$ cat config.mk
export PLATFORM = sky130hd
export DESIGN_NAME = cam_init_seq
export DESIGN_NICKNAME = d
export VERILOG_FILES = /design/src/rtl/cam_init_seq.sv
export SDC_FILE = /design/constraint.sdc
export NUM_CORES = 1
export LEC_CHECK = 0
export BUFFER_PORTS_ARGS = -buffer_cell sky130_fd_sc_hd__buf_2
export CAP_MARGIN = 20
export CORE_MARGIN = 3
export CORE_UTILIZATION = 55
export DETAILED_ROUTE_END_ITERATION = 6
export HOLD_SLACK_MARGIN = 0.03
export PLACE_DENSITY = 0.74
export SETUP_SLACK_MARGIN = 0.02
export SLEW_MARGIN = 20
export SYNTH_ARGS = -nofsm -noshare
export SYNTH_HDL_FRONTEND = slang
export SYNTH_SLANG_ARGS = --single-unit
$ cat constraint.sdc
create_clock -name clk -period 5.3 [get_ports clk]
set_input_delay 0.795 -clock clk [delete_from_list [all_inputs] [get_ports clk]]
set_output_delay 0.795 -clock clk [all_outputs]
set_load 0.02 [all_outputs]
$ cat src/rtl/cam_init_seq.sv
// Camera register-init sequencer: walks the init ROM and issues one SCCB write per WRITE entry.
// Optional NACK retry is enabled by defining CAM_INIT_RETRY_EN.
module cam_init_seq #(
`ifdef CAM_INIT_RETRY_EN
  parameter int MAX_RETRY    = 3,
`endif
  parameter int ROM_DEPTH    = 96,
  parameter int TICKS_PER_MS = 50000,
  parameter int WRITE_GAP    = 16
) (
  input  logic       clk,
  input  logic       rst_n,
  input  logic       start,
  output logic [7:0] romaddr,
  input  logic [1:0] t_cmd,
  input  logic [7:0] t_addr,
  input  logic [7:0] t_data,
  output logic       sccb_req,
  output logic [7:0] sccb_addr,
  output logic [7:0] sccb_data,
  input  logic       sccb_done,
  input  logic       sccb_nack,
  output logic       busy,
  output logic       done,
  output logic       error,
  output logic [7:0] err_index
);

  typedef enum logic [3:0] {
    S_IDLE, S_FETCH, S_DECODE, S_ISSUE, S_WAIT, S_GAP, S_DELAY, S_NEXT, S_FIN, S_ERR
  } state_t;

  localparam logic [8:0] DEPTH9 = 9'(ROM_DEPTH);

  state_t      state_reg, state_next;
  logic [7:0]  romaddr_reg, romaddr_next;
  logic        req_reg, req_next;
  logic [7:0]  addr_reg, addr_next;
  logic [7:0]  data_reg, data_next;
  logic        busy_reg, busy_next;
  logic        done_reg, done_next;
  logic        error_reg, error_next;
  logic [7:0]  err_index_reg, err_index_next;
  logic [31:0] cnt_reg, cnt_next;
  logic [31:0] tgt_reg, tgt_next;
  logic [8:0]  nxt_idx;
`ifdef CAM_INIT_RETRY_EN
  logic [7:0]  retry_cnt_reg, retry_cnt_next;
  logic        retry_pend_reg, retry_pend_next;
`endif

  always_ff @(posedge clk or negedge rst_n) begin
    if (!rst_n) begin
      state_reg      <= S_IDLE;
      romaddr_reg    <= 8'd0;
      req_reg        <= 1'b0;
      addr_reg       <= 8'd0;
      data_reg       <= 8'd0;
      busy_reg       <= 1'b0;
      done_reg       <= 1'b0;
      error_reg      <= 1'b0;
      err_index_reg  <= 8'd0;
      cnt_reg        <= 32'd0;
      tgt_reg        <= 32'd0;
`ifdef CAM_INIT_RETRY_EN
      retry_cnt_reg  <= 8'd0;
      retry_pend_reg <= 1'b0;
`endif
    end else begin
      state_reg      <= state_next;
      romaddr_reg    <= romaddr_next;
      req_reg        <= req_next;
      addr_reg       <= addr_next;
      data_reg       <= data_next;
      busy_reg       <= busy_next;
      done_reg       <= done_next;
      error_reg      <= error_next;
      err_index_reg  <= err_index_next;
      cnt_reg        <= cnt_next;
      tgt_reg        <= tgt_next;
`ifdef CAM_INIT_RETRY_EN
      retry_cnt_reg  <= retry_cnt_next;
      retry_pend_reg <= retry_pend_next;
`endif
    end
  end

  always_comb begin
    state_next     = state_reg;
    romaddr_next   = romaddr_reg;
    req_next       = req_reg;
    addr_next      = addr_reg;
    data_next      = data_reg;
    busy_next      = busy_reg;
    done_next      = done_reg;
    error_next     = error_reg;
    err_index_next = err_index_reg;
    cnt_next       = cnt_reg;
    tgt_next       = tgt_reg;
`ifdef CAM_INIT_RETRY_EN
    retry_cnt_next  = retry_cnt_reg;
    retry_pend_next = retry_pend_reg;
`endif
    nxt_idx = {1'b0, romaddr_reg} + 9'd1;

    case (state_reg)
      S_IDLE: begin
        if (start) begin
          romaddr_next = 8'd0;
          done_next    = 1'b0;
          error_next   = 1'b0;
          busy_next    = 1'b1;
          state_next   = S_FETCH;
        end
      end
      S_FETCH: state_next = S_DECODE;
      S_DECODE: begin
        cnt_next = 32'd0;
`ifdef CAM_INIT_RETRY_EN
        retry_cnt_next  = 8'd0;
        retry_pend_next = 1'b0;
`endif
        case (t_cmd)
          2'd0: state_next = S_FIN;
          2'd1: begin
            addr_next  = t_addr;
            data_next  = t_data;
            state_next = S_ISSUE;
          end
          2'd2: begin
            tgt_next   = 32'(t_data) * 32'(TICKS_PER_MS);
            state_next = (t_data == 8'd0) ? S_NEXT : S_DELAY;
          end
          default: state_next = S_NEXT;
        endcase
      end
      S_ISSUE: begin
        req_next   = 1'b1;
        state_next = S_WAIT;
      end
      S_WAIT: begin
        if (sccb_done) begin
          req_next = 1'b0;
          cnt_next = 32'd0;
          if (!sccb_nack) state_next = S_GAP;
`ifdef CAM_INIT_RETRY_EN
          else if (retry_cnt_reg < 8'(MAX_RETRY)) begin
            retry_cnt_next  = retry_cnt_reg + 8'd1;
            retry_pend_next = 1'b1;
            state_next      = S_GAP;
          end
`endif
          else state_next = S_ERR;
        end
      end
      S_GAP: begin
        // A retried entry goes back to ISSUE with the already-registered addr/data
        if (cnt_reg == 32'(WRITE_GAP - 1)) begin
`ifdef CAM_INIT_RETRY_EN
          state_next      = retry_pend_reg ? S_ISSUE : S_NEXT;
          retry_pend_next = 1'b0;
`else
          state_next = S_NEXT;
`endif
        end else begin
          cnt_next = cnt_reg + 32'd1;
        end
      end
      S_DELAY: begin
        if (cnt_reg == tgt_reg - 32'd1) state_next = S_NEXT;
        else cnt_next = cnt_reg + 32'd1;
      end
      S_NEXT: begin
        // Saturate at 255 so the index never wraps back into the table
        romaddr_next = nxt_idx[8] ? 8'hFF : nxt_idx[7:0];
        state_next   = (nxt_idx >= DEPTH9 || nxt_idx[8]) ? S_FIN : S_FETCH;
      end
      S_FIN: begin
        busy_next  = 1'b0;
        done_next  = 1'b1;
        state_next = S_IDLE;
      end
      S_ERR: begin
        busy_next      = 1'b0;
        error_next     = 1'b1;
        err_index_next = romaddr_reg;
        state_next     = S_IDLE;
      end
      default: state_next = S_IDLE;
    endcase
  end

  assign romaddr   = romaddr_reg;
  assign sccb_req  = req_reg;
  assign sccb_addr = addr_reg;
  assign sccb_data = data_reg;
  assign busy      = busy_reg;
  assign done      = done_reg;
  assign error     = error_reg;
  assign err_index = err_index_reg;

endmodule

==> results of run 1 <==
## area by class of cell
type	count	area share, %
clock buffer	11	3.41
clock inverter	5	0.912
inverter	34	1.72
multi-input combinational	573	55.7
sequential	92	31.1
tap	164	2.77
timing repair buffer	62	4.36
## layout by cell type (no fill, tap or decap), drive strengths merged, types with 12 or more instances in the layout
cell	netlist	final
dfrtp	92	92
nand2	73	73
buf	10	62
ha	61	61
o21ai	55	55
a21oi	43	43
nor2	40	40
inv	34	36
mux2	21	21
xnor2	20	20
o31ai	20	20
nand3	18	18
nand4	17	17
xor2	17	17
or4	17	17
and3	16	16
nor4	15	15
nor3	12	12
or3	12	12
fa	12	12
## through the flow
stage | utilization (%) | instance area, um^2
2_1_floorplan | - | 6800
3_3_place_gp | 60.3 | 7090
3_5_place_dp | 60.3 | 7090
4_1_cts | 63.0 | 7410
5_1_grt | 63.0 | 7410
6_report | 63.0 | 7410
## report_power, final
group	internal [uW]	switching, uW
logic	621	902
registers	872	225
clock network	398	281
## worst min-delay path by stage
| stage | from | endpoint | slack, ps | cells after the start |
|---|---|---|---|---|
| floorplan | tgt_reg[23] | tgt_reg[23] | 480 | 2 |
| finish | rst_n | cnt_reg[3] | 330 | 1 |
| global route | rst_n | cnt_reg[3] | 350 | 1 |
| global placement | sccb_data[0] | sccb_data[0] | 460 | 2 |
| CTS | rst_n | cnt_reg[3] | 340 | 1 |
| detailed placement | sccb_data[5] | sccb_data[5] | 470 | 2 |
## per-layer routing
layer	GRT usage, %	part of all wire [%]	vias up
met3	4.32	3.7	20
li1	-	-	2778
met1	31.5	45	2731
met4	7.34	1.5	0
met5	0	0	-
met2	37.1	50	110
## kinds of logic (layout without fill, tap and decap cells)
logic type,after synthesis,count (layout),synth area share (%)
AOI/OAI and AO/OA,179,179,16.5
xor gates and xnor gates,37,37,4.76
adders and majority gates,73,73,14.8
buffers and inverters,80,112,5.44
DFF,92,92,33.8
muxes,27,27,4.42
and+or+nand+nor,257,257,20.3
==> flow_summary.yaml, run 1 <==
critical_path:
  cp_top_family: "adder cells"
  cp.arrival_ps: 4610
  cp_num_buf_inv: 4
  reg2reg_slack_ps: 1310
  setup.worst_path.end: "tgt_reg[22]"
  crit_path_start_kind: "input port"
  critPathCaptureType: "flop"
  critical_path_class: "input port to flop"
  crit_start: "t_data[2]"
  worst-path-stages: 17
  r2r_end: "cnt_reg[1]"
  path_cells: "buf_2 > ha_1 > ha_1 > inv_1 > fa_1 > inv_1 > fa_1 > ha_1 > a21o_1 > a211oi_1 > nor2b_1 > o41ai_1 > buf_4 > o211ai_1 > a41oi_1 > xor2_1 > o21ai_0"
  slowest_stage: "fa_1"
  r2r_start: "tgt_reg[4]"
  ff2ff_path_depth: 10
  max_stage_delay_ps: 490
  crit_top_cell: "ha_1"
  crit_fanout: 5
  critPathRequiredTime_ps: 5500
yosys:
  synth-seq-area-share_pct: 33.8
  synth_most_common_cell: "dfrtp_1"
  synth.area.top_cells: "dfrtp_1 34%, ha_1 11%, o21ai_0 4.0%"
  synth_nets: 841
  postSynthCellCount: 745
  synth_cell_types: 65
  synth_top_area_share_pct: 33.8
  avgSynthCellArea_um2: 9.13
  synth_ff_type: "dfrtp_1"
  yosysWarningCount: 0
  synth_area_um2: 6800
  yosysTopAreaCell: "dfrtp_1"
  synth_edf_count: 0
  synth-seq-cells: 92
  ys_top_cells_by_count: "92 x dfrtp_1, 73 x nand2_1, 61 x ha_1, 55 x o21ai_0, 43 x a21oi_1"
  async_reset_ff_share_pct: 100
clock_network:
  cts.sinks: 92
  cts.htree.levels: 3
  cts_resized: 0
  clkLatencyLatePin_ps: 350
  clk_pin_slew_worst_paths_ps: 70
  cts_max_path_buffers: 2
  holdBufCountCts: 0
  numCtsBuffers: 9
  cts-root-buf: "clkbuf_16"
  cts_tree: "yes"
  cts_setup_buffers: 0
timing:
  setup_tns_ps: 0
  finalCritPeriodShare_pct: 83.1
  setup_viol: 0
  fmax_ghz: 0.227
  finalMaxSlewViolations: 0
  min_period_ps: 4410
  hold_viol: 0
  relSlewSlack_pct: 44.3
  rsz0062_at_grt: "false"
  worst_pin_slew_ps: 835
  skew_ps: 10.3
  fin_hold_ws_ps: 335
  fin_ws_ps: 893
cells_and_area:
  final_cells: 941
  multi_input_area_um2: 4130
  layout-drive-gt1-share_pct: 13.9
  area_growth_pct: 8.90
  fin_nets: 868
  largest_register_ffs: 32
  diodes: 0
  fillers: 997
  register_area_um2: 2300
route:
  ant_nets: 0
  drt_wl_total_um: 15100
  vias: 5639
  vias_per_cell: 5.99
  drc: 0
  dr.pass1.iters: 5
  drt_iter0_drc: 424
  wl_per_cell_um: 16.1
status:
  status: "finished clean"
placed_design:
  placement.io_buffers: 58
  place_congestion: 0.863
  dp_slack_ps: 506
  dp.cells: 925
  dp_hpwl_um: 11300
die:
  ios: 59
  start_util_pct: 57.8
  num_rows: 39
  die_area_um2: 13700
  die_h_um: 117
  die_w_um: 117
  core_area_um2: 11800
grt:
  globalRouteTotalUtil_pct: 23.0
  grt-ovfl-total: 0
  antenna_found_initial: 0
  grt_pass1_wl_um: 25500
  grt_pass1_vias: 5361
  grt_max_degree: 67
pwr:
  power.density_nw_per_um2: 445
  finalPower_uw: 3300
  peakVddDrop_uv: 295
  power.leakage_uw: 0.00355
min_path:
  hold_path_class: "input port to asynchronous set/reset pin"
run:
  cap_viol_max_count: 0
Power figures use the tool's default switching activity.
==> run 2, diff against run 1 <==
Settings changed: PLACE_DENSITY 0.74 to 0.77.
Clock period 5.3 ns to 3.55 ns, I/O delays scaled along.
==> flow_summary.yaml, run 2 (synthesis gave the netlist of run 1 again) <==
cells_and_area:
  register_area_um2: 2300
  area_growth_pct: 18.2
  design_area_um2: 8040
  final_common_cell: "dfrtp_1"
  final_cells: 999
  diodes: 0
  fillers: 902
  post-route-util_pct: 68.3
  fin_nets: 927
  multi_input_area_um2: 4320
  largest_register_ffs: 32
  layout-drive-gt1-share_pct: 22.0
  most-common-layout-cells: "92 x dfrtp_1, 73 x nand2_1, 59 x buf_4"
clock_network:
  numCtsBuffers: 9
  holdBufCountCts: 0
  clkLatencyLatePin_ps: 350
  cts.htree.levels: 3
  cts.sinks: 92
  cts_tree: "yes"
  cts_max_path_buffers: 2
  clk_pin_slew_worst_paths_ps: 70
  cts-root-buf: "clkbuf_16"
pwr:
  peakVddDrop_uv: 478
  finalPower_uw: 5340
  power.density_nw_per_um2: 664
  power.leakage_uw: 0.00387
timing:
  fmax_ghz: 0.276
  finalCritPeriodShare_pct: 102
  finalMaxSlewViolations: 0
  hold_viol: 0
  worst_pin_slew_ps: 762
  relSlewSlack_pct: 49.2
  setup_viol: 4
  rsz0062_at_grt: "true"
  skew_ps: 11.7
  min_period_ps: 3620
  fin_ws_ps: -68.6
die:
  core_area_um2: 11800
  die_area_um2: 13700
  die_w_um: 117
  num_rows: 39
  die_h_um: 117
  start_util_pct: 57.8
  ios: 59
critical_path:
  crit_path_start_kind: "input port"
  r2r_end: "cnt_reg[31]"
  critPathRequiredTime_ps: 3760
  ff2ff_path_depth: 11
  crit_fanout: 4
  r2r_start: "tgt_reg[5]"
  critPathCaptureType: "flop"
  reg2reg_slack_ps: 130
  crit_start: "t_data[4]"
  critical_path_class: "input port to flop"
  setup.worst_path.end: "tgt_reg[22]"
  cp.arrival_ps: 3830
route:
  ant_nets: 0
  vias: 6052
  vias_per_cell: 6.06
  drc: 0
  drt_iter0_drc: 572
  wl_per_cell_um: 17.0
  dr.pass1.iters: 7
  drt_wl_total_um: 17000
grt:
  globalRouteTotalUtil_pct: 24.7
  antenna_found_initial: 0
  grt_pass1_vias: 5873
  busiest_layer: "met2"
  grt-ovfl-total: 0
  use_met1_pct: 32.2
  use_met2_pct: 41.3
  grt_max_degree: 47
  grt_pass1_wl_um: 27300
  grt_use_met3_pct: 3.96
run:
  cap_viol_max_count: 0
placed_design:
  dp_slack_ps: -543
  place_congestion: 0.935
  placed_cell_area_um2: 7550
  placement.io_buffers: 58
  dp.cells: 978
  dp_hpwl_um: 12100
status:
  status: "finished with violations"
  failed_checks: "setup timing"
min_path:
  hold_path_class: "input port to asynchronous set/reset pin"
[run 2: cell types whose count changed in the layout (fill, tap and decap cells not counted), sizes merged]
cell / previous run / this run
buf: 62 / 119
and4bb: 1 / 3
bufinv: 1 / 2
clkinv: 2 / 1
inv: 36 / 35
[run 2: final cells by class]
cell class	instances	share of cell area (%)
Clock buffer	11	2.90
Sequential cell	92	28.6
Timing Repair Buffer	119	9.68
Clock inverter	4	0.919
Inverter	34	1.59
Multi-Input combinational cell	575	53.7
Tap cell	164	2.55
[run 2: power breakdown]
part / switching (uW) / internal, uW / total [uW]
Sequential: 318 / 1300 / 1620
Clock: 395 / 615 / 1010
Combinational: 1550 / 1160 / 2710
Total: 2260 / 3080 / 5340
[run 2: worst max-delay path: stages]
cell and delay (ps):
buf_8 100, ha_4 240, ha_4 260, inv_2 30
fa_1 470, inv_1 50, fa_1 530, ha_4 210
a21o_1 170, a211oi_2 190, nor2b_1 90, o41ai_2 240
buf_4 190, o211ai_1 110, a41oi_2 170, xor2_1 160
o21ai_1 70
[run 2: routing by layer]
| metal | part of all wire (%) | up-vias |
|---|---|---|
| met5 | 0 | - |
| li1 | - | 2891 |
| met1 | 43 | 2940 |
| met2 | 50 | 195 |
| met3 | 4.8 | 26 |
| met4 | 2.3 | 0 |
[run 2: how the worst min path moves through the flow]
stage,from,to,slack (ps),cells after the start
2_1_floorplan,rst_n,busy,240,0
3_3_place_gp,sccb_data[0],sccb_data[0],460,2
3_5_place_dp,sccb_data[4],sccb_data[4],470,2
4_1_cts,rst_n,cnt_reg[0],190,1
5_1_grt,rst_n,cnt_reg[0],210,1
6_report,rst_n,cnt_reg[0],180,1
[run 2: repair_timing]
action                                  4_1_cts  5_1_grt
cloned                                        0        2
hold endpoints to repair                      0        0
buffers inserted                              3        1
pin swaps                                     8        3
resized for setup                            13       14
endpoints found under the setup margin        7       38
[run 2: metrics by stage]
stage / hold slack [ps] / setup TNS, ps
global placement: 462 / -2790
floorplan: 237 / -500
CTS: 194 / -1.78
detailed placement: 472 / -3450
finish: 180 / -172
global route: 212 / -1070
==> run 3, diff against run 2 <==
Settings changed: CTS_BUF_LIST set to sky130_fd_sc_hd__clkbuf_8.
==> flow_summary.yaml, run 3 (synthesis gave the netlist of run 1 again) <==
status:
  status: "finished with violations"
  failed_checks: "setup timing"
pwr:
  power.density_nw_per_um2: 639
  p_sw_share_pct: 43.8
  seqPwrFrac_pct: 31.7
  power.leakage_uw: 0.00384
  peakVddDrop_uv: 426
  pwr-share-comb_pct: 53.4
  clock_power_share_pct: 14.8
  internal_power_uw: 2860
  switchingPower_uw: 2230
  finalPower_uw: 5090
placed_design:
  placement.io_buffers: 58
  place_congestion: 0.935
  dp_hpwl_um: 12100
  dp_slack_ps: -543
route:
  drc: 0
  vias: 6024
  dr.pass1.iters: 7
  wl_per_cell_um: 16.7
  drt_wl_total_um: 16700
  vias_per_cell: 6.02
  ant_nets: 0
  drt_iter0_drc: 497
timing:
  skew_ps: 15.6
  relSlewSlack_pct: 48.0
  fin_ws_ps: -79.4
  setup_tns_ps: -105
  min_period_ps: 3630
  finalMaxSlewViolations: 0
  finalCritPeriodShare_pct: 102
  hold_viol: 0
  worst_pin_slew_ps: 779
  setup_viol: 2
  fmax_ghz: 0.276
  rsz0062_at_grt: "true"
critical_path:
  crit_path_start_kind: "input port"
  cp.arrival_ps: 3870
  crit_fanout: 4
  critical_path_class: "input port to flop"
  path_cells: "buf_8 > ha_4 > ha_4 > inv_2 > fa_1 > inv_1 > fa_1 > ha_4 > a21o_1 > a211oi_2 > nor2b_1 > o41ai_2 > buf_4 > o211ai_1 > a41oi_2 > xor2_1 > o21ai_1"
  ff2ff_path_depth: 11
  critPathCaptureType: "flop"
  reg2reg_slack_ps: 140
  critPathRequiredTime_ps: 3790
  r2r_start: "tgt_reg[5]"
  r2r_end: "cnt_reg[27]"
  crit_top_cell: "ha_4"
  max_stage_delay_ps: 530
  setup.worst_path.end: "tgt_reg[22]"
  crit_start: "t_data[4]"
  slowest_stage: "fa_1"
die:
  num_rows: 39
  die_w_um: 117
  ios: 59
  die_h_um: 117
  die_area_um2: 13700
  core_area_um2: 11800
  start_util_pct: 57.8
cells_and_area:
  largest_register_ffs: 32
  diodes: 0
  fin_nets: 929
  final_common_cell: "dfrtp_1"
  most-common-layout-cells: "92 x dfrtp_1, 73 x nand2_1, 62 x buf_4"
  fillers: 912
  layout-drive-gt1-share_pct: 22.5
  area_growth_pct: 17.1
  post-route-util_pct: 67.7
grt:
  grt-ovfl-total: 0
  grt_pass1_wl_um: 26800
  grt_max_degree: 47
  antenna_found_initial: 0
  grt_pass1_vias: 5774
  globalRouteTotalUtil_pct: 24.1
clock_network:
  cts.htree.levels: 3
  clk_pin_slew_worst_paths_ps: 90
  numCtsBuffers: 9
  clkLatencyLatePin_ps: 380
  cts.sinks: 92
  cts_max_path_buffers: 2
  cts_tree: "yes"
  cts-root-buf: "clkbuf_8"
run:
  cap_viol_max_count: 0
min_path:
  hold_path_class: "input port to asynchronous set/reset pin"
==> run 3: cell count changes in the layout (fill, tap and decap cells not counted), sizes merged <==
cell,delta
inv,+2
buf,+2
clkbuf,-2
==> run 3: layout make-up <==
type                            instances  area (um^2)  share of cell area (%)
Multi-Input combinational cell        575         4330                    54.4
Clock inverter                          6         81.3                    1.02
Inverter                               34          128                    1.60
Clock buffer                            9          124                    1.56
Timing Repair Buffer                  121          790                    9.91
Sequential cell                        92         2300                    28.9
Tap cell                              164          205                    2.58
==> run 3: worst min-delay path by stage <==
stage                   endpoint  slack, ps  cells after the start
floorplan                   busy        240                      0
global placement    sccb_data[0]        460                      2
detailed placement  sccb_data[4]        470                      2
CTS                   cnt_reg[0]        150                      1
global route          cnt_reg[0]        160                      1
finish                cnt_reg[0]        140                      1
==> run 3: power groups by stage <==
stage	Clock, uW	Sequential, uW	Combinational, uW
after floorplan	0	1640	1720
after global placement	0	1600	2420
after detailed placement	0	1630	2500
after CTS	765	1600	2540
after global routing	814	1660	3010
final	755	1620	2720
==> run 3: metrics by stage <==
stage | cell area, um^2 | cells | hold WS (ps)
after global routing | 7960 | 1001 | 162
after CTS | 7790 | 995 | 150
final | 7960 | 1001 | 139
after detailed placement | 7550 | 978 | 472
after floorplan | 6860 | 745 | 237
after global placement | 7550 | 978 | 462
==> run 3: routing by layer <==
layer,up-vias,share of wire [%],GRT usage (%)
met2,193,50,40.4
met3,27,5.0,4.88
li1,2900,-,-
met1,2904,43,31.6
met5,-,0,0
met4,0,1.8,7.19
==> run 3: repair_timing <==
action,4_1_cts,5_1_grt
setup buffers,2,4
setup endpoints to repair,6,38
gates cloned,0,2
resized for setup,7,24
pin swaps,4,9
hold buffers,0,0
==> run 3: critical path: cells and delay by family <==
family / cells / cell delay (ps)
simple gates: 1 / 90
fa+ha+maj: 5 / 1710
compound gates: 6 / 1000
xor+xnor: 1 / 150
buf+inv: 4 / 380
